==> src/rtl/div_unit_if.sv <==
// Request/response bundle for the multi-cycle divide/remainder unit.
// Signal names mirror the unit's port list; the slave side is the divider.
interface div_unit_if #(
    parameter int unsigned XLEN = 32
);
    logic            req_valid_i;
    logic            req_ready_o;
    logic [1:0]      div_op_i;
    logic [XLEN-1:0] data_1_i;
    logic [XLEN-1:0] data_2_i;
    logic            res_valid_o;
    logic            res_ready_i;
    logic [XLEN-1:0] alu_result_o;
    logic            zero_o;

    modport master (
        output req_valid_i,
        output div_op_i,
        output data_1_i,
        output data_2_i,
        output res_ready_i,
        input  req_ready_o,
        input  res_valid_o,
        input  alu_result_o,
        input  zero_o
    );

    modport slave (
        input  req_valid_i,
        input  div_op_i,
        input  data_1_i,
        input  data_2_i,
        input  res_ready_i,
        output req_ready_o,
        output res_valid_o,
        output alu_result_o,
        output zero_o
    );
endinterface

==> src/rtl/div_unit.sv <==
// Multi-cycle RISC-V M-extension divide/remainder unit (DIV, DIVU, REM, REMU).
// Radix-2 restoring division, one quotient bit per cycle, with valid/ready
// handshakes on both the request and result sides.
module div_unit #(
    parameter int unsigned XLEN = 32
) (
    input  logic      clk_i,
    input  logic      rst_i,
    div_unit_if.slave bus
);
    localparam int unsigned CntW = $clog2(XLEN);
    localparam logic [CntW-1:0] CntLast = CntW'(XLEN - 1);
    localparam logic [XLEN-1:0] IntMin = {1'b1, {(XLEN - 1){1'b0}}};

    typedef enum logic [1:0] {
        StIdle,
        StCalc,
        StDone
    } state_e;

    state_e          state_q, state_d;
    logic [CntW-1:0] cnt_q, cnt_d;
    logic [XLEN:0]   rem_q, rem_d;       // extra bit holds the trial-subtract borrow
    logic [XLEN-1:0] quot_q, quot_d;     // dividend shifts out as quotient shifts in
    logic [XLEN-1:0] divisor_q, divisor_d;
    logic            q_neg_q, q_neg_d;
    logic            r_neg_q, r_neg_d;
    logic            rem_sel_q, rem_sel_d; // 1: return remainder, 0: quotient
    logic [XLEN-1:0] result_q, result_d;

    logic [XLEN+1:0] shifted;
    logic [XLEN+1:0] diff;
    logic [XLEN:0]   step_rem;
    logic [XLEN-1:0] step_quot;
    logic [XLEN-1:0] q_fix;
    logic [XLEN-1:0] r_fix;
    logic            signed_op;
    logic [XLEN-1:0] a_abs;
    logic [XLEN-1:0] b_abs;

    // One restoring step plus sign correction of its outcome.
    always_comb begin
        shifted = {rem_q, quot_q[XLEN-1]};
        diff    = shifted - {2'b00, divisor_q};
        if (!diff[XLEN+1]) begin
            step_rem  = diff[XLEN:0];
            step_quot = {quot_q[XLEN-2:0], 1'b1};
        end else begin
            step_rem  = shifted[XLEN:0];
            step_quot = {quot_q[XLEN-2:0], 1'b0};
        end
        q_fix = q_neg_q ? (~step_quot + 1'b1) : step_quot;
        r_fix = r_neg_q ? (~step_rem[XLEN-1:0] + 1'b1) : step_rem[XLEN-1:0];
    end

    // Operand magnitudes for signed ops; unsigned ops pass straight through.
    always_comb begin
        signed_op = ~bus.div_op_i[0];
        a_abs     = bus.data_1_i;
        b_abs     = bus.data_2_i;
        if (signed_op && bus.data_1_i[XLEN-1]) begin
            a_abs = ~bus.data_1_i + 1'b1;
        end
        if (signed_op && bus.data_2_i[XLEN-1]) begin
            b_abs = ~bus.data_2_i + 1'b1;
        end
    end

    // Next-state logic: accept, iterate, hold result until consumed.
    always_comb begin
        state_d   = state_q;
        cnt_d     = cnt_q;
        rem_d     = rem_q;
        quot_d    = quot_q;
        divisor_d = divisor_q;
        q_neg_d   = q_neg_q;
        r_neg_d   = r_neg_q;
        rem_sel_d = rem_sel_q;
        result_d  = result_q;

        unique case (state_q)
            StIdle: begin
                if (bus.req_valid_i) begin
                    rem_sel_d = bus.div_op_i[1];
                    if (bus.data_2_i == '0) begin
                        // Divide by zero: all-ones quotient, raw dividend as remainder.
                        result_d = bus.div_op_i[1] ? bus.data_1_i : '1;
                        state_d  = StDone;
                    end else if (signed_op && (bus.data_1_i == IntMin) &&
                                 (bus.data_2_i == '1)) begin
                        // Signed overflow: quotient wraps to INT_MIN, remainder 0.
                        result_d = bus.div_op_i[1] ? '0 : IntMin;
                        state_d  = StDone;
                    end else begin
                        rem_d     = '0;
                        quot_d    = a_abs;
                        divisor_d = b_abs;
                        q_neg_d   = signed_op & (bus.data_1_i[XLEN-1] ^ bus.data_2_i[XLEN-1]);
                        r_neg_d   = signed_op & bus.data_1_i[XLEN-1];
                        cnt_d     = '0;
                        state_d   = StCalc;
                    end
                end
            end
            StCalc: begin
                rem_d  = step_rem;
                quot_d = step_quot;
                cnt_d  = cnt_q + 1'b1;
                if (cnt_q == CntLast) begin
                    result_d = rem_sel_q ? r_fix : q_fix;
                    state_d  = StDone;
                end
            end
            StDone: begin
                if (bus.res_ready_i) begin
                    state_d = StIdle;
                end
            end
            default: begin
                state_d = StIdle;
            end
        endcase
    end

    // State registers with synchronous active-high reset.
    always_ff @(posedge clk_i) begin
        if (rst_i) begin
            state_q   <= StIdle;
            cnt_q     <= '0;
            rem_q     <= '0;
            quot_q    <= '0;
            divisor_q <= '0;
            q_neg_q   <= 1'b0;
            r_neg_q   <= 1'b0;
            rem_sel_q <= 1'b0;
            result_q  <= '0;
        end else begin
            state_q   <= state_d;
            cnt_q     <= cnt_d;
            rem_q     <= rem_d;
            quot_q    <= quot_d;
            divisor_q <= divisor_d;
            q_neg_q   <= q_neg_d;
            r_neg_q   <= r_neg_d;
            rem_sel_q <= rem_sel_d;
            result_q  <= result_d;
        end
    end

    assign bus.req_ready_o  = (state_q == StIdle);
    assign bus.res_valid_o  = (state_q == StDone);
    assign bus.alu_result_o = result_q;
    assign bus.zero_o       = (result_q == '0);
endmodule

==> src/flat_wrapper.sv <==
// flat-port wrapper written by rule: the top's interface ports become plain ports
module div_unit_flat 
#(
    parameter int unsigned XLEN = 32
)
  (clk_i, rst_i, bus_req_valid_i, bus_div_op_i, bus_data_1_i, bus_data_2_i, bus_res_ready_i, bus_req_ready_o, bus_res_valid_o, bus_alu_result_o, bus_zero_o);
  div_unit_if #(.XLEN(XLEN)) bus_i ();
  input  logic clk_i;
  input  logic rst_i;
  input wire logic [$bits(bus_i.req_valid_i)-1:0] bus_req_valid_i;
  input wire logic [$bits(bus_i.div_op_i)-1:0] bus_div_op_i;
  input wire logic [$bits(bus_i.data_1_i)-1:0] bus_data_1_i;
  input wire logic [$bits(bus_i.data_2_i)-1:0] bus_data_2_i;
  input wire logic [$bits(bus_i.res_ready_i)-1:0] bus_res_ready_i;
  output wire logic [$bits(bus_i.req_ready_o)-1:0] bus_req_ready_o;
  output wire logic [$bits(bus_i.res_valid_o)-1:0] bus_res_valid_o;
  output wire logic [$bits(bus_i.alu_result_o)-1:0] bus_alu_result_o;
  output wire logic [$bits(bus_i.zero_o)-1:0] bus_zero_o;
  assign bus_i.req_valid_i = bus_req_valid_i;
  assign bus_i.div_op_i = bus_div_op_i;
  assign bus_i.data_1_i = bus_data_1_i;
  assign bus_i.data_2_i = bus_data_2_i;
  assign bus_i.res_ready_i = bus_res_ready_i;
  assign bus_req_ready_o = bus_i.req_ready_o;
  assign bus_res_valid_o = bus_i.res_valid_o;
  assign bus_alu_result_o = bus_i.alu_result_o;
  assign bus_zero_o = bus_i.zero_o;
  div_unit #(.XLEN(XLEN)) u_core (.clk_i(clk_i), .rst_i(rst_i), .bus(bus_i));
endmodule
==> config.mk <==
export PLATFORM = sky130hd
export DESIGN_NAME = div_unit_flat
export DESIGN_NICKNAME = d
export VERILOG_FILES = /design/src/rtl/div_unit_if.sv /design/src/rtl/div_unit.sv /design/src/flat_wrapper.sv
export SDC_FILE = /design/constraint.sdc
export NUM_CORES = 1
export LEC_CHECK = 0
export BUFFER_PORTS_ARGS = -buffer_cell sky130_fd_sc_hd__buf_2
export CORE_MARGIN = 2
export CORE_UTILIZATION = 55
export DETAILED_ROUTE_END_ITERATION = 16
export PLACE_DENSITY = 0.76
export SYNTH_ARGS = -nofsm -noshare
export SYNTH_HDL_FRONTEND = slang
export SYNTH_SLANG_ARGS = --single-unit
==> constraint.sdc <==
create_clock -name clk_i -period 17.2 [get_ports clk_i]
set_input_delay 1.72 -clock clk_i [delete_from_list [all_inputs] [get_ports clk_i]]
set_output_delay 1.72 -clock clk_i [all_outputs]
set_load 0.05 [all_outputs]
==> report_table.html, run 1 <==
<table>
<tr><th>Metric</th><th>Value</th></tr>
<tr><th colspan="2">Clocking</th></tr>
<tr><td>Post-CTS Setup Repair Bufs</td><td>0</td></tr>
<tr><td>Root buffer cell</td><td>sky130_fd_sc_hd__clkbuf_16</td></tr>
<tr><td>Clock Tree Buf Depth</td><td>2</td></tr>
<tr><td>Number of gates resized after cts</td><td>0</td></tr>
<tr><td>CTS Hold Bufs</td><td>0</td></tr>
<tr><td>CTS clk-pin slew, worst paths</td><td>0.06 ns</td></tr>
<tr><td>Clock net sink count</td><td>139</td></tr>
<tr><td>Clk_lat worst skew</td><td>0.44 ns</td></tr>
<tr><td>Htree depth</td><td>4</td></tr>
<tr><td>TritonCTS buffer count</td><td>17</td></tr>
<tr><td>Clock tree from TritonCTS</td><td>yes</td></tr>
<tr><th colspan="2">Critical path</th></tr>
<tr><td>Largest fanout of any net on the critical path</td><td>27</td></tr>
<tr><td>Critical path launch point</td><td>u_core.divisor_q[26]</td></tr>
<tr><td>Critical path capture point type</td><td>flop</td></tr>
<tr><td>Type of element launching the critical path</td><td>flop</td></tr>
<tr><td>Critical register-to-register path endpoint</td><td>u_core.bus.alu_result_o[24]</td></tr>
<tr><td>Critical Path Sink</td><td>u_core.bus.alu_result_o[24]</td></tr>
<tr><td>Category of the most critical setup path</td><td>reg2reg</td></tr>
<tr><td>Required arrival time at the worst endpoint</td><td>17.54 ns</td></tr>
<tr><td>Register-to-Register Setup Slack</td><td>~11 ns</td></tr>
<tr><td>Cells on worst reg2reg path</td><td>21</td></tr>
<tr><td>Reg-to-reg startpoint</td><td>u_core.divisor_q[26]</td></tr>
<tr><td>Worst Path Arrival</td><td>6.49 ns</td></tr>
<tr><th colspan="2">Timing</th></tr>
<tr><td>Final worst-path setup slack</td><td>11.05 ns</td></tr>
<tr><td>Achievable clock frequency</td><td>between 0.15 and 0.2 GHz</td></tr>
<tr><td>Final hold viol count</td><td>0</td></tr>
<tr><td>Total negative setup slack</td><td>0 ns</td></tr>
<tr><td>Final clock skew</td><td>0.0136 ns</td></tr>
<tr><td>Tightest Pin Transition</td><td>~1.2 ns</td></tr>
<tr><td>Max Transition Viols Final</td><td>0</td></tr>
<tr><td>Final Hold Slack</td><td>0.452 ns</td></tr>
<tr><td>Number of setup violations in the final report</td><td>0</td></tr>
<tr><td>Max-slew headroom at the worst pin</td><td>~17%</td></tr>
<tr><td>Final period util</td><td>between 30% and 40%</td></tr>
<tr><td>Setup repair after global routing missed its margin</td><td>false</td></tr>
<tr><td>Final period demand of the worst path</td><td>6.15 ns</td></tr>
<tr><th colspan="2">Layout</th></tr>
<tr><td>Number of antenna cells inserted</td><td>0</td></tr>
<tr><td>Fraction of layout instances using a drive strength above 1</td><td>between 10 and 15%</td></tr>
<tr><td>Filler instances</td><td>about 1900</td></tr>
<tr><td>Post-layout utilization of the core</td><td>62.0%</td></tr>
<tr><td>Count of placed standard cells in the final layout, fillers left out</td><td>1895</td></tr>
<tr><td>Area grow syn2layout</td><td>10.1%</td></tr>
<tr><td>Most common cell after layout, fill and taps aside</td><td>sky130_fd_sc_hd__nor2_1</td></tr>
<tr><td>Number of nets at the end of the flow</td><td>roughly 1700</td></tr>
<tr><td>Highest-count cells in the layout ignoring fill and taps</td><td>sky130_fd_sc_hd__nor2_1 (226), sky130_fd_sc_hd__nand2_1 (154), sky130_fd_sc_hd__dfxtp_1 (139)</td></tr>
<tr><th colspan="2">Drt</th></tr>
<tr><td>Antenna-violating nets left</td><td>0</td></tr>
<tr><td>Detailed-route vias per instance</td><td>approximately 6.5</td></tr>
<tr><td>Detailed-route wire length per cell</td><td>around 20 um</td></tr>
<tr><td>Final routed DRC violation total</td><td>0</td></tr>
<tr><td>Total detailed-routing wirelength</td><td>39.1 mm</td></tr>
<tr><td>Total iterations of the first detailed-routing run</td><td>7</td></tr>
<tr><td>Total via count in the routed design</td><td>approximately 12000</td></tr>
<tr><td>DRC marker count from the first detailed-route iteration</td><td>1504</td></tr>
<tr><th colspan="2">Placement</th></tr>
<tr><td>Routability congestion estimate</td><td>between 0.9 and 1</td></tr>
<tr><td>Total half-perimeter wirelength after legalization and detailed placement</td><td>29.0 mm</td></tr>
<tr><td>Minimum setup slack after placement</td><td>about 11 ns</td></tr>
<tr><td>Number of buffer cells added on primary ports</td><td>about 100</td></tr>
<tr><td>Cell count after placement</td><td>~1900</td></tr>
<tr><th colspan="2">Floorplanning</th></tr>
<tr><td>Top-level port count</td><td>roughly 110</td></tr>
<tr><td>Std cell rows</td><td>52</td></tr>
<tr><td>Floorplan core area</td><td>between 20000 and 25000 um2</td></tr>
<tr><td>Initial Utilization</td><td>56.3%</td></tr>
<tr><td>Die height</td><td>148 um</td></tr>
<tr><td>Die span in x</td><td>~150 um</td></tr>
<tr><td>Floorplan die area</td><td>22000 um2</td></tr>
<tr><th colspan="2">Power</th></tr>
<tr><td>Leakage power</td><td>0.00472 uW</td></tr>
<tr><td>Power per cell area</td><td>168 nW/um2</td></tr>
<tr><td>Net switching fraction of the power</td><td>50.6%</td></tr>
<tr><td>Comb pwr share</td><td>a little under two thirds</td></tr>
<tr><td>Portion of total power attributed to sequential cells</td><td>a little under a fifth</td></tr>
<tr><td>Int Power</td><td>~1000 uW</td></tr>
<tr><td>Maximum VDD drop</td><td>156 uV</td></tr>
<tr><td>Part of the power in the clock network</td><td>around 18%</td></tr>
<tr><td>Switching Power</td><td>1070 uW</td></tr>
<tr><th colspan="2">Synth</th></tr>
<tr><td>Share of flip-flops with an asynchronous set or reset after synthesis</td><td>0%</td></tr>
<tr><td>Post-synthesis instance total</td><td>1581</td></tr>
<tr><td>Sequential fraction of the synthesis area</td><td>24.3%</td></tr>
<tr><td>Number of flops mapped to enable cells by yosys</td><td>0</td></tr>
<tr><td>Yosys reg bits</td><td>around 140</td></tr>
<tr><td>Total of warnings raised by yosys</td><td>0</td></tr>
<tr><td>Average instance area after synthesis</td><td>slightly above 7 um2</td></tr>
<tr><td>Number of distinct library cells after synthesis</td><td>77</td></tr>
<tr><td>Most common flop cell mapped by yosys</td><td>sky130_fd_sc_hd__dfxtp_1</td></tr>
<tr><td>Post-Synthesis Cell Area</td><td>about 11000 um2</td></tr>
<tr><td>Net count after synthesis</td><td>approximately 1700</td></tr>
<tr><th colspan="2">Global route</th></tr>
<tr><td>GR peak layer</td><td>met2</td></tr>
<tr><td>Largest net degree at the start of global routing</td><td>101</td></tr>
<tr><td>GRT Util Overall</td><td>a little over a third</td></tr>
<tr><td>Global Route met3 Usage</td><td>6.47%</td></tr>
<tr><td>Met2 Usage GRT</td><td>around 53%</td></tr>
<tr><td>Grt met1 use</td><td>50.9%</td></tr>
<tr><td>Global-route wire length before repair</td><td>slightly above 60 mm</td></tr>
<tr><td>Total grt overflow</td><td>0</td></tr>
<tr><td>Initial antenna violation count</td><td>0</td></tr>
<tr><td>Via count of the first global-routing pass</td><td>11100</td></tr>
<tr><th colspan="2">Status</th></tr>
<tr><td>Status</td><td>completed</td></tr>
<tr><th colspan="2">Run</th></tr>
<tr><td>Maxcap violations</td><td>0</td></tr>
<tr><th colspan="2">Min path</th></tr>
<tr><td>Hold Path Class</td><td>reg2reg</td></tr>
</table>
-- through the flow --
step | power, uW | cell area, um2
after global routing | 2240 | 12600
after CTS | 2070 | 12600
after floorplan | 1380 | 11400
final | 2120 | 12600
after detailed placement | 1690 | 12000
after global placement | 1680 | 12000
-- worst min-delay path by stage --
| stage | start | endpoint | slack, ns | cells after the start |
|---|---|---|---|---|
| 6_report | u_core.divisor_q[31] | u_core.divisor_q[31] | 0.45 | 2 |
| 5_1_grt | u_core.divisor_q[31] | u_core.divisor_q[31] | 0.49 | 2 |
| 4_1_cts | u_core.divisor_q[31] | u_core.divisor_q[31] | 0.46 | 2 |
| 3_5_place_dp | u_core.divisor_q[31] | u_core.divisor_q[31] | 0.45 | 2 |
| 3_3_place_gp | u_core.divisor_q[31] | u_core.divisor_q[31] | 0.44 | 2 |
| 2_1_floorplan | u_core.divisor_q[31] | u_core.divisor_q[31] | 0.43 | 2 |
-- worst max-delay path: stages (launching register included) --
cell,delay (ns)
sky130_fd_sc_hd__dfxtp_1,0.31
sky130_fd_sc_hd__inv_1,0.05
sky130_fd_sc_hd__ha_1,0.37
sky130_fd_sc_hd__a21oi_2,0.22
sky130_fd_sc_hd__nor2_1,0.07
sky130_fd_sc_hd__a211oi_1,0.30
sky130_fd_sc_hd__o21ai_1,0.18
sky130_fd_sc_hd__a2111oi_4,0.48
sky130_fd_sc_hd__and3b_1,0.67
sky130_fd_sc_hd__nor2_4,0.05
sky130_fd_sc_hd__inv_2,0.41
sky130_fd_sc_hd__o21ai_0,0.23
sky130_fd_sc_hd__inv_1,0.10
sky130_fd_sc_hd__ha_1,0.22
sky130_fd_sc_hd__nor3b_1,0.33
sky130_fd_sc_hd__nand3_1,0.17
sky130_fd_sc_hd__nand4b_1,0.27
sky130_fd_sc_hd__a222oi_1,0.65
sky130_fd_sc_hd__a31oi_1,0.20
sky130_fd_sc_hd__xor2_1,0.18
sky130_fd_sc_hd__a211o_1,0.31
sky130_fd_sc_hd__a311oi_2,0.25
-- synth_stat cells, types with 28 or more instances --
cell                       count  area [um2]
sky130_fd_sc_hd__nor3_1       32         160
sky130_fd_sc_hd__xor2_1       70         613
sky130_fd_sc_hd__a31oi_1      39         244
sky130_fd_sc_hd__a21oi_1     120         601
sky130_fd_sc_hd__nand2_1     154         578
sky130_fd_sc_hd__o21ai_0      97         485
sky130_fd_sc_hd__mux2i_1      30         300
sky130_fd_sc_hd__o211ai_1     47         353
sky130_fd_sc_hd__dfxtp_1     139        2780
sky130_fd_sc_hd__ha_1         39         488
sky130_fd_sc_hd__xnor2_1      68         596
sky130_fd_sc_hd__a211oi_1     46         345
sky130_fd_sc_hd__inv_1        50         188
sky130_fd_sc_hd__nand3_1      31         155
sky130_fd_sc_hd__nor4_1       28         175
sky130_fd_sc_hd__clkbuf_1     84         315
sky130_fd_sc_hd__nor2_1      227         852
-- power groups by stage --
stage / registers, uW / logic, uW / clock network, uW
detailed placement: 397 / 1290 / 0
finish: 392 / 1350 / 373
global route: 396 / 1450 / 388
global placement: 395 / 1280 / 0
floorplan: 383 / 994 / 0
CTS: 390 / 1310 / 373
-- sequential cells by signal, summed over array words and instances (netlist names) --
name / flops
u_core.bus.alu_result_o: 32
u_core.quot_q: 32
u_core.rem_q: 33
u_core.state_q: 2
u_core.q_neg_q: 1
u_core.rem_sel_q: 1
u_core.divisor_q: 32
u_core.r_neg_q: 1
u_core.cnt_q: 5
-- logic make-up (layout without fill, tap and decap cells) --
family,after synthesis,in the layout,synth area share [%]
multiplexers,35,35,3.12
buffers and inverters,156,200,5.45
flip-flops,139,139,24.3
adder cells (fa/ha/maj),40,40,4.44
XOR/XNOR,138,138,10.6
AO/OA/AOI/OAI,489,489,28.2
AND/OR/NAND/NOR,584,584,23.9
-- metal layers --
metal / routed length [um] / share of wire, % / up-vias
li1: - / - / 5816
met2: 17000 / 43 / 688
met4: 1180 / 3.0 / 0
met1: 17200 / 44 / 5758
met5: 0 / 0 / -
met3: 3690 / 9.5 / 103
-- cell type report --
cell class	instances	area, um2	area share, %
multi-input cells	1286	8080	64.2
flip-flops and latches	139	2780	22.1
repair buffers	115	606	4.81
clock buffers	19	443	3.52
well taps	270	338	2.68
inverters	53	199	1.58
clock inverters	13	143	1.13
Note: power is estimated with default switching activity, not from simulation.
==> run 2, diff against run 1 <==
--- a/config.mk
+++ b/config.mk
@@ -5,11 +5,12 @@
 export SDC_FILE = /design/constraint.sdc
 export NUM_CORES = 1
 export LEC_CHECK = 0
+export ABC_AREA = 1
 export BUFFER_PORTS_ARGS = -buffer_cell sky130_fd_sc_hd__buf_2
 export CORE_MARGIN = 2
 export CORE_UTILIZATION = 55
 export DETAILED_ROUTE_END_ITERATION = 16
-export PLACE_DENSITY = 0.76
+export PLACE_DENSITY = 0.75
 export SYNTH_ARGS = -nofsm -noshare
 export SYNTH_HDL_FRONTEND = slang
 export SYNTH_SLANG_ARGS = --single-unit
==> constraint.sdc (replaced) <==
create_clock -name clk_i -period 6.2 [get_ports clk_i]
set_input_delay 0.62 -clock clk_i [delete_from_list [all_inputs] [get_ports clk_i]]
set_output_delay 0.62 -clock clk_i [all_outputs]
set_load 0.05 [all_outputs]
==> run 2 against run 1 <==
  * Register-to-register slack worse by 9.8 ns
  * Sequential cell count stayed put
  * Clock skew fell by 0.0013 ns
  * Core utilization is 1.2 points lower
  * Clock-buffer cell count stayed put
  * Hold slack better by 0.026 ns
  * Critical path depth increased by 4
  * Synthesized cell count is 39% higher
  * Critical path type unchanged
==> report_table.html, run 2 <==
<table>
<tr><th>Metric</th><th>Value</th></tr>
<tr><th colspan="2">Synth</th></tr>
<tr><td>Total of warnings raised by yosys</td><td>0 (unchanged)</td></tr>
<tr><td>Yosys reg bits</td><td>139 (unchanged)</td></tr>
<tr><td>Fraction of synthesized cell area taken by the top area cell type</td><td>21.6% (was 24.3%)</td></tr>
<tr><td>Library cell with the highest instance count after synthesis</td><td>sky130_fd_sc_hd__nand2_1 (was sky130_fd_sc_hd__nor2_1)</td></tr>
<tr><td>Most common flop cell mapped by yosys</td><td>sky130_fd_sc_hd__dfxtp_1 (unchanged)</td></tr>
<tr><td>Simple-gate share of the synthesized area</td><td>40.4% (was 23.9%)</td></tr>
<tr><td>Sequential fraction of the synthesis area</td><td>21.6% (was 24.3%)</td></tr>
<tr><td>Number of distinct library cells after synthesis</td><td>53 (was 77)</td></tr>
<tr><td>Post-synth top area cell</td><td>sky130_fd_sc_hd__dfxtp_1 (unchanged)</td></tr>
<tr><td>Top post-synthesis cells by count</td><td>sky130_fd_sc_hd__nand2_1 (596), sky130_fd_sc_hd__inv_1 (261), sky130_fd_sc_hd__nor2_1 (193) (was sky130_fd_sc_hd__nor2_1 (227), sky130_fd_sc_hd__nand2_1 (154), sky130_fd_sc_hd__dfxtp_1 (139))</td></tr>
<tr><td>Net count after synthesis</td><td>2310 (was 1691)</td></tr>
<tr><td>Post-synthesis instance total</td><td>2200 (was 1581)</td></tr>
<tr><td>Multiplexer fraction of the synthesized cell area</td><td>0% (was 3.12%)</td></tr>
<tr><td>Share of flip-flops with an asynchronous set or reset after synthesis</td><td>0% (unchanged)</td></tr>
<tr><td>Compound-cell area share of the yosys netlist</td><td>18.8% (was 28.2%)</td></tr>
<tr><td>Average instance area after synthesis</td><td>5.87 um2 (was 7.23 um2)</td></tr>
<tr><td>Adder-cell share of the synthesized area</td><td>3.94% (was 4.44%)</td></tr>
<tr><td>Number of flops mapped to enable cells by yosys</td><td>0 (unchanged)</td></tr>
<tr><td>Top cells by area, synth</td><td>sky130_fd_sc_hd__dfxtp_1 (22%), sky130_fd_sc_hd__nand2_1 (17%), sky130_fd_sc_hd__inv_1 (7.6%) (was sky130_fd_sc_hd__dfxtp_1 (24%), sky130_fd_sc_hd__nor2_1 (7.5%), sky130_fd_sc_hd__xor2_1 (5.4%))</td></tr>
<tr><td>Combinational family with the most area after synthesis</td><td>simple AND/OR/NAND/NOR gates (was compound AO/OA/AOI/OAI gates)</td></tr>
<tr><td>XOR/XNOR Fraction of Synth Area</td><td>3.80% (was 10.6%)</td></tr>
<tr><td>Post-Synthesis Cell Area</td><td>12900 um2 (was 11400 um2)</td></tr>
<tr><th colspan="2">Min path</th></tr>
<tr><td>Startpoint of the most critical hold path</td><td>u_core.cnt_q[4] (was u_core.divisor_q[31])</td></tr>
<tr><td>Hold Path Class</td><td>reg2reg (unchanged)</td></tr>
<tr><th colspan="2">Placement</th></tr>
<tr><td>Cell count after placement</td><td>2547 (was 1863)</td></tr>
<tr><td>Number of buffer cells added on primary ports</td><td>104 (unchanged)</td></tr>
<tr><td>Total half-perimeter wirelength after legalization and detailed placement</td><td>33.4 mm (was 29.0 mm)</td></tr>
<tr><td>Routability congestion estimate</td><td>0.945 (was 0.963)</td></tr>
<tr><th colspan="2">Clocking</th></tr>
<tr><td>Number of gates resized after cts</td><td>0 (unchanged)</td></tr>
<tr><td>TritonCTS buffer count</td><td>17 (unchanged)</td></tr>
<tr><td>Clock tree from TritonCTS</td><td>yes (unchanged)</td></tr>
<tr><td>Clk_lat worst skew</td><td>0.44 ns (about the same)</td></tr>
<tr><td>Root buffer cell</td><td>sky130_fd_sc_hd__clkbuf_16 (unchanged)</td></tr>
<tr><td>CTS Hold Bufs</td><td>0 (unchanged)</td></tr>
<tr><td>Post-CTS Setup Repair Bufs</td><td>0 (unchanged)</td></tr>
<tr><td>Clock Tree Buf Depth</td><td>2 (unchanged)</td></tr>
<tr><td>Htree depth</td><td>4 (unchanged)</td></tr>
<tr><td>CTS clk-pin slew, worst paths</td><td>0.07 ns (was 0.06 ns)</td></tr>
<tr><td>Clock net sink count</td><td>139 (unchanged)</td></tr>
<tr><th colspan="2">Timing</th></tr>
<tr><td>Final clock skew</td><td>0.0123 ns (was 0.0136 ns)</td></tr>
<tr><td>Final period demand of the worst path</td><td>4.92 ns (was 6.15 ns)</td></tr>
<tr><td>Achievable clock frequency</td><td>0.203 GHz (was 0.163 GHz)</td></tr>
<tr><td>Final period util</td><td>79.3% (was 35.8%)</td></tr>
<tr><td>Max-slew headroom at the worst pin</td><td>28.5% (was 17.4%)</td></tr>
<tr><td>Number of setup violations in the final report</td><td>0 (unchanged)</td></tr>
<tr><td>Tightest Pin Transition</td><td>1.07 ns (was 1.24 ns)</td></tr>
<tr><td>Setup repair after global routing missed its margin</td><td>false (unchanged)</td></tr>
<tr><td>Final hold viol count</td><td>0 (unchanged)</td></tr>
<tr><td>Total negative setup slack</td><td>0 ns (unchanged)</td></tr>
<tr><td>Max Transition Viols Final</td><td>0 (unchanged)</td></tr>
<tr><th colspan="2">Critical path</th></tr>
<tr><td>Largest fanout of any net on the critical path</td><td>24 (was 27)</td></tr>
<tr><td>Type of element launching the critical path</td><td>flop (unchanged)</td></tr>
<tr><td>Critical path capture point type</td><td>flop (unchanged)</td></tr>
<tr><td>Required arrival time at the worst endpoint</td><td>6.52 ns (was 17.54 ns)</td></tr>
<tr><td>Cell with the largest stage delay on the worst path</td><td>sky130_fd_sc_hd__nand2_4 (was sky130_fd_sc_hd__and3b_1)</td></tr>
<tr><td>Slowest stage delay, CP</td><td>0.51 ns (was 0.67 ns)</td></tr>
<tr><td>Category of the most critical setup path</td><td>reg2reg (unchanged)</td></tr>
<tr><td>Critical path launch point</td><td>u_core.rem_q[6] (was u_core.divisor_q[26])</td></tr>
<tr><td>Worst Path Arrival</td><td>5.24 ns (was 6.49 ns)</td></tr>
<tr><td>Reg-to-reg startpoint</td><td>u_core.rem_q[6] (was u_core.divisor_q[26])</td></tr>
<tr><th colspan="2">Run</th></tr>
<tr><td>Maxcap violations</td><td>0 (unchanged)</td></tr>
<tr><th colspan="2">Drt</th></tr>
<tr><td>Total via count in the routed design</td><td>14800 (was 12400)</td></tr>
<tr><td>Detailed-route vias per instance</td><td>5.72 (was 6.53)</td></tr>
<tr><td>Detailed-route wire length per cell</td><td>17.1 um (was 20.6 um)</td></tr>
<tr><td>Final routed DRC violation total</td><td>0 (unchanged)</td></tr>
<tr><td>DRC marker count from the first detailed-route iteration</td><td>1578 (was 1504)</td></tr>
<tr><td>Total iterations of the first detailed-routing run</td><td>6 (was 7)</td></tr>
<tr><td>Total detailed-routing wirelength</td><td>44.2 mm (was 39.1 mm)</td></tr>
<tr><td>Antenna-violating nets left</td><td>0 (unchanged)</td></tr>
<tr><th colspan="2">Layout</th></tr>
<tr><td>Most common cell after layout, fill and taps aside</td><td>sky130_fd_sc_hd__nand2_1 (was sky130_fd_sc_hd__nor2_1)</td></tr>
<tr><td>Highest-count cells in the layout ignoring fill and taps</td><td>sky130_fd_sc_hd__nand2_1 (596), sky130_fd_sc_hd__inv_1 (260), sky130_fd_sc_hd__nor2_1 (192) (was sky130_fd_sc_hd__nor2_1 (226), sky130_fd_sc_hd__nand2_1 (154), sky130_fd_sc_hd__dfxtp_1 (139))</td></tr>
<tr><td>Count of placed standard cells in the final layout, fillers left out</td><td>2580 (was 1895)</td></tr>
<tr><td>Number of nets at the end of the flow</td><td>2357 (was 1722)</td></tr>
<tr><td>Number of flip-flops under the largest register name</td><td>33 (unchanged)</td></tr>
<tr><td>Area grow syn2layout</td><td>9.66% (was 10.1%)</td></tr>
<tr><td>Top reg by flops</td><td>u_core.rem_q (unchanged)</td></tr>
<tr><td>Fraction of layout instances using a drive strength above 1</td><td>11.9% (was 11.0%)</td></tr>
<tr><th colspan="2">Global route</th></tr>
<tr><td>Largest net degree at the start of global routing</td><td>95 (was 101)</td></tr>
<tr><td>Total grt overflow</td><td>0 (unchanged)</td></tr>
<tr><td>Initial antenna violation count</td><td>1 (was 0)</td></tr>
<tr><td>Global-route wire length before repair</td><td>69.1 mm (was 61.7 mm)</td></tr>
<tr><td>GRT Util Overall</td><td>35.7% (was 35.3%)</td></tr>
<tr><td>Via count of the first global-routing pass</td><td>13300 (was 11100)</td></tr>
<tr><td>GR peak layer</td><td>met2 (unchanged)</td></tr>
<tr><td>Grt met1 use</td><td>48.7% (was 50.9%)</td></tr>
<tr><td>Global Route met3 Usage</td><td>6.28% (was 6.47%)</td></tr>
<tr><td>Met2 Usage GRT</td><td>57.3% (was 53.4%)</td></tr>
<tr><th colspan="2">Floorplanning</th></tr>
<tr><td>Die span in x</td><td>157 um (was 148 um)</td></tr>
<tr><td>Top-level port count</td><td>105 (unchanged)</td></tr>
<tr><td>Initial Utilization</td><td>55.5% (was 56.3%)</td></tr>
<tr><td>Std cell rows</td><td>56 (was 52)</td></tr>
<tr><td>Floorplan core area</td><td>23300 um2 (was 20300 um2)</td></tr>
<tr><td>Die height</td><td>157 um (was 148 um)</td></tr>
<tr><td>Floorplan die area</td><td>24700 um2 (was 22000 um2)</td></tr>
<tr><th colspan="2">Status</th></tr>
<tr><td>Status</td><td>completed (unchanged)</td></tr>
</table>
==> run 2: changes by cell type in the layout (fill, tap and decap cells not counted), moves of 32 or more <==
| cell | change |
|---|---|
| sky130_fd_sc_hd__a211oi_1 | -32 |
| sky130_fd_sc_hd__a21oi_1 | +65 |
| sky130_fd_sc_hd__inv_1 | +210 |
| sky130_fd_sc_hd__nand2_1 | +442 |
| sky130_fd_sc_hd__nand3_1 | +155 |
| sky130_fd_sc_hd__nor2_1 | -34 |
| sky130_fd_sc_hd__o211ai_1 | -40 |
| sky130_fd_sc_hd__o21ai_0 | +58 |
| sky130_fd_sc_hd__xnor2_1 | -54 |
==> run 2: through the flow <==
stage	cell area, um2	setup WS, ns	hold slack, ns	util [%]
CTS	14200	1.39	0.475	60.8
global route	14200	0.823	0.492	60.8
detailed placement	13500	1.44	0.468	58.0
global placement	13500	1.59	0.453	58.0
finish	14200	1.28	0.479	60.9
floorplan	12900	2.52	0.432	-
==> run 2: worst paths after layout <==
path,slack [ns],cells after the start,to
hold reg to reg,0.48,2,u_core.cnt_q[4]
setup / recovery,1.28,25,u_core.bus.alu_result_o[26]
hold / removal,0.48,2,u_core.cnt_q[4]
setup reg to reg,1.28,25,u_core.bus.alu_result_o[26]
==> run 2: area by class of cell <==
cell class | count | area, um2
fill | 2412 | 9110
multi-input combinational | 1694 | 8650
sequential | 139 | 2780
inverter | 279 | 1050
timing repair buffer | 116 | 611
clock buffer | 19 | 443
tap | 319 | 399
clock inverter | 13 | 216
antenna | 1 | 2.50
==> run 2: metal layers <==
metal	wire length, um	vias to the layer above
met1	19300	6779
met4	1230	0
met3	3670	85
li1	-	7273
met5	0	-
met2	19900	626
==> run 2: cell families (layout without fill, tap and decap cells) <==
logic type               after synthesis  in the layout
other                                  0              1
adder cells (fa/ha/maj)               40             40
buffers and inverters                367            427
AND/OR/NAND/NOR                     1158           1158
XOR/XNOR                              56             56
flip-flops                           139            139
AO/OA/AOI/OAI                        440            440
==> run 2: critical path: cells and delay by family, from the launching register on <==
| family | cells | cell delay [ns] |
|---|---|---|
| adders and majority gates | 2 | 0.59 |
| DFF | 1 | 0.43 |
| AOI/OAI and AO/OA | 4 | 0.81 |
| buffers and inverters | 1 | 0.06 |
| and+or+nand+nor | 18 | 2.86 |
Power of run 2 is not shown: default switching activity piles up to over one toggle a cycle in this logic, so the estimate is an artifact.
==> run 3, diff against run 2 <==
==> constraint.sdc (replaced) <==
create_clock -name clk_i -period 4.63 [get_ports clk_i]
set_input_delay 0.463 -clock clk_i [delete_from_list [all_inputs] [get_ports clk_i]]
set_output_delay 0.463 -clock clk_i [all_outputs]
set_load 0.05 [all_outputs]
==> run 3 against run 2 <==
  * Clock-buffer cell count decreased by 2
  * First-iteration DRC count up 0.70%
  * Register-to-register slack got worse by 0.86 ns
  * Hold slack lost 0.14 ns
  * Non-clock buffer count grew 9
  * Maximum frequency is 17% higher
  * Sequential share of layout area about the same
  * Core utilization barely moved
==> report_table.html, run 3 (same netlist as run 2, synthesis figures left out) <==
<table>
<tr><th>Metric</th><th>Value</th></tr>
<tr><th colspan="2">Drt</th></tr>
<tr><td>Total detailed-routing wirelength</td><td>44.1 mm (was 44.2 mm)</td></tr>
<tr><td>Final routed DRC violation total</td><td>0 (unchanged)</td></tr>
<tr><td>Total via count in the routed design</td><td>14700 (was 14800)</td></tr>
<tr><td>DRC marker count from the first detailed-route iteration</td><td>1589 (was 1578)</td></tr>
<tr><td>Antenna-violating nets left</td><td>0 (unchanged)</td></tr>
<tr><td>Total iterations of the first detailed-routing run</td><td>6 (unchanged)</td></tr>
<tr><td>Detailed-route vias per instance</td><td>5.69 (was 5.72)</td></tr>
<tr><td>Detailed-route wire length per cell</td><td>17.0 um (was 17.1 um)</td></tr>
<tr><th colspan="2">Floorplanning</th></tr>
<tr><td>Die height</td><td>157 um (unchanged)</td></tr>
<tr><td>Initial Utilization</td><td>55.5% (unchanged)</td></tr>
<tr><td>Top-level port count</td><td>105 (unchanged)</td></tr>
<tr><td>Std cell rows</td><td>56 (unchanged)</td></tr>
<tr><td>Floorplan die area</td><td>24700 um2 (unchanged)</td></tr>
<tr><td>Floorplan core area</td><td>23300 um2 (unchanged)</td></tr>
<tr><td>Die span in x</td><td>157 um (unchanged)</td></tr>
<tr><th colspan="2">Run</th></tr>
<tr><td>Maxcap violations</td><td>0 (unchanged)</td></tr>
<tr><th colspan="2">Critical path</th></tr>
<tr><td>Critical register-to-register path endpoint</td><td>u_core.bus.alu_result_o[26] (unchanged)</td></tr>
<tr><td>Type of element launching the critical path</td><td>flop (unchanged)</td></tr>
<tr><td>Reg-to-reg startpoint</td><td>u_core.divisor_q[24] (was u_core.rem_q[6])</td></tr>
<tr><td>Register-to-Register Setup Slack</td><td>0.42 ns (was 1.28 ns)</td></tr>
<tr><td>Largest fanout of any net on the critical path</td><td>14 (was 24)</td></tr>
<tr><td>Cells on worst reg2reg path</td><td>25 (unchanged)</td></tr>
<tr><td>Worst Path Arrival</td><td>4.54 ns (was 5.24 ns)</td></tr>
<tr><td>Critical Path Sink</td><td>u_core.bus.alu_result_o[26] (unchanged)</td></tr>
<tr><td>Category of the most critical setup path</td><td>reg2reg (unchanged)</td></tr>
<tr><td>Critical path launch point</td><td>u_core.divisor_q[24] (was u_core.rem_q[6])</td></tr>
<tr><td>Required arrival time at the worst endpoint</td><td>4.96 ns (was 6.52 ns)</td></tr>
<tr><td>Critical path capture point type</td><td>flop (unchanged)</td></tr>
<tr><th colspan="2">Placement</th></tr>
<tr><td>Routability congestion estimate</td><td>0.948 (was 0.945)</td></tr>
<tr><td>Total half-perimeter wirelength after legalization and detailed placement</td><td>33.9 mm (was 33.4 mm)</td></tr>
<tr><td>Number of buffer cells added on primary ports</td><td>104 (unchanged)</td></tr>
<tr><th colspan="2">Timing</th></tr>
<tr><td>Final period demand of the worst path</td><td>4.21 ns (was 4.92 ns)</td></tr>
<tr><td>Max Transition Viols Final</td><td>0 (unchanged)</td></tr>
<tr><td>Number of setup violations in the final report</td><td>0 (unchanged)</td></tr>
<tr><td>Setup repair after global routing missed its margin</td><td>false (unchanged)</td></tr>
<tr><td>Final period util</td><td>91.0% (was 79.3%)</td></tr>
<tr><td>Final hold viol count</td><td>0 (unchanged)</td></tr>
<tr><td>Tightest Pin Transition</td><td>0.816 ns (was 1.07 ns)</td></tr>
<tr><td>Max-slew headroom at the worst pin</td><td>45.1% (was 28.5%)</td></tr>
<tr><td>Final Hold Slack</td><td>0.336 ns (was 0.479 ns)</td></tr>
<tr><td>Total negative setup slack</td><td>0 ns (unchanged)</td></tr>
<tr><td>Achievable clock frequency</td><td>0.237 GHz (was 0.203 GHz)</td></tr>
<tr><td>Final clock skew</td><td>0.0133 ns (was 0.0123 ns)</td></tr>
<tr><th colspan="2">Clocking</th></tr>
<tr><td>CTS Hold Bufs</td><td>0 (unchanged)</td></tr>
<tr><td>Clock tree from TritonCTS</td><td>yes (unchanged)</td></tr>
<tr><td>Clock Tree Buf Depth</td><td>2 (unchanged)</td></tr>
<tr><td>Htree depth</td><td>4 (unchanged)</td></tr>
<tr><td>Root buffer cell</td><td>sky130_fd_sc_hd__clkbuf_16 (unchanged)</td></tr>
<tr><td>Clock net sink count</td><td>139 (unchanged)</td></tr>
<tr><td>Clk_lat worst skew</td><td>0.44 ns (about the same)</td></tr>
<tr><td>CTS clk-pin slew, worst paths</td><td>0.07 ns (about the same)</td></tr>
<tr><td>TritonCTS buffer count</td><td>17 (unchanged)</td></tr>
<tr><th colspan="2">Global route</th></tr>
<tr><td>Total grt overflow</td><td>0 (unchanged)</td></tr>
<tr><td>Initial antenna violation count</td><td>1 (unchanged)</td></tr>
<tr><td>Via count of the first global-routing pass</td><td>12900 (was 13300)</td></tr>
<tr><td>Global-route wire length before repair</td><td>68.2 mm (was 69.1 mm)</td></tr>
<tr><td>GRT Util Overall</td><td>35.4% (was 35.7%)</td></tr>
<tr><td>Largest net degree at the start of global routing</td><td>63 (was 95)</td></tr>
<tr><th colspan="2">Layout</th></tr>
<tr><td>Area grow syn2layout</td><td>9.65% (was 9.66%)</td></tr>
<tr><td>Highest-count cells in the layout ignoring fill and taps</td><td>sky130_fd_sc_hd__nand2_1 (596), sky130_fd_sc_hd__inv_1 (260), sky130_fd_sc_hd__nor2_1 (192) (unchanged)</td></tr>
<tr><td>Top reg by flops</td><td>u_core.rem_q (unchanged)</td></tr>
<tr><td>Number of flip-flops under the largest register name</td><td>33 (unchanged)</td></tr>
<tr><td>Most common cell after layout, fill and taps aside</td><td>sky130_fd_sc_hd__nand2_1 (unchanged)</td></tr>
<tr><td>Number of nets at the end of the flow</td><td>2366 (was 2357)</td></tr>
<tr><td>Fraction of layout instances using a drive strength above 1</td><td>12.3% (was 11.9%)</td></tr>
<tr><td>Filler instances</td><td>2394 (was 2412)</td></tr>
<tr><th colspan="2">Status</th></tr>
<tr><td>Status</td><td>completed (unchanged)</td></tr>
<tr><th colspan="2">Min path</th></tr>
<tr><td>Hold Path Class</td><td>in2reg (was reg2reg)</td></tr>
</table>
==> run 3: cell type report <==
cell class	count	area [um2]	share of cell area (%)
multi-input cells	1694	8660	61.2
flip-flops and latches	139	2780	19.7
inverters	279	1050	7.40
repair buffers	125	678	4.79
clock buffers	17	425	3.01
well taps	319	399	2.82
clock inverters	15	156	1.10
diodes	1	2.50	0.0177
==> run 3: how the worst min path moves through the flow <==
stage / from / cells past startpoint / endpoint
after floorplan: u_core.divisor_q[17] / 2 / u_core.divisor_q[17]
after global placement: u_core.divisor_q[17] / 2 / u_core.divisor_q[17]
after detailed placement: u_core.divisor_q[17] / 2 / u_core.divisor_q[17]
after CTS: bus_data_2_i[1] / 3 / u_core.divisor_q[1]
after global routing: bus_data_2_i[1] / 3 / u_core.divisor_q[1]
final: bus_data_2_i[1] / 3 / u_core.divisor_q[1]
==> run 3: timing repair <==
action,CTS,global route
resized for setup,0,1
hold endpoints to repair,0,0
setup endpoints to repair,0,4
buffers inserted,0,0
==> run 3: routing by layer <==
layer  vias up  wire [um]  track usage (%)
met3        74       3760             5.53
met5         -          0                0
met1      6724      19600             50.1
met4         0        976             9.31
li1       7307          -                -
met2       629      19800             56.1
==> run 3: per-stage QoR <==
stage / util [%] / instances / area (um2) / setup WS (ns)
5_1_grt: 60.8 / 2588 / 14200 / 0.00712
3_5_place_dp: 58.3 / 2556 / 13600 / 0.475
6_report: 60.8 / 2589 / 14200 / 0.419
3_3_place_gp: 58.3 / 2556 / 13600 / 0.600
4_1_cts: 60.8 / 2588 / 14100 / 0.469
2_1_floorplan: - / 2200 / 12900 / 0.945
==> run 3: critical path, cell delays in order, from the launching register on <==
cell,delay [ns]
sky130_fd_sc_hd__dfxtp_1,0.32
sky130_fd_sc_hd__inv_1,0.04
sky130_fd_sc_hd__ha_1,0.38
sky130_fd_sc_hd__nand2_1,0.16
sky130_fd_sc_hd__nor2_2,0.20
sky130_fd_sc_hd__nand2_1,0.14
sky130_fd_sc_hd__nor2_4,0.14
sky130_fd_sc_hd__nand2_4,0.08
sky130_fd_sc_hd__nand2_4,0.08
sky130_fd_sc_hd__nand2_4,0.14
sky130_fd_sc_hd__nand2_4,0.11
sky130_fd_sc_hd__ha_1,0.19
sky130_fd_sc_hd__nand3_1,0.11
sky130_fd_sc_hd__nor3_1,0.21
sky130_fd_sc_hd__nand4_1,0.14
sky130_fd_sc_hd__nor3_1,0.23
sky130_fd_sc_hd__nand2_1,0.13
sky130_fd_sc_hd__nor2_1,0.11
sky130_fd_sc_hd__nand3_1,0.19
sky130_fd_sc_hd__o31ai_4,0.33
sky130_fd_sc_hd__o21ai_0,0.18
sky130_fd_sc_hd__or2_1,0.23
sky130_fd_sc_hd__nand3_1,0.06
sky130_fd_sc_hd__nand2_1,0.07
sky130_fd_sc_hd__nand2_1,0.05
sky130_fd_sc_hd__a21oi_1,0.06
Power of run 3 is left out for the same reason.
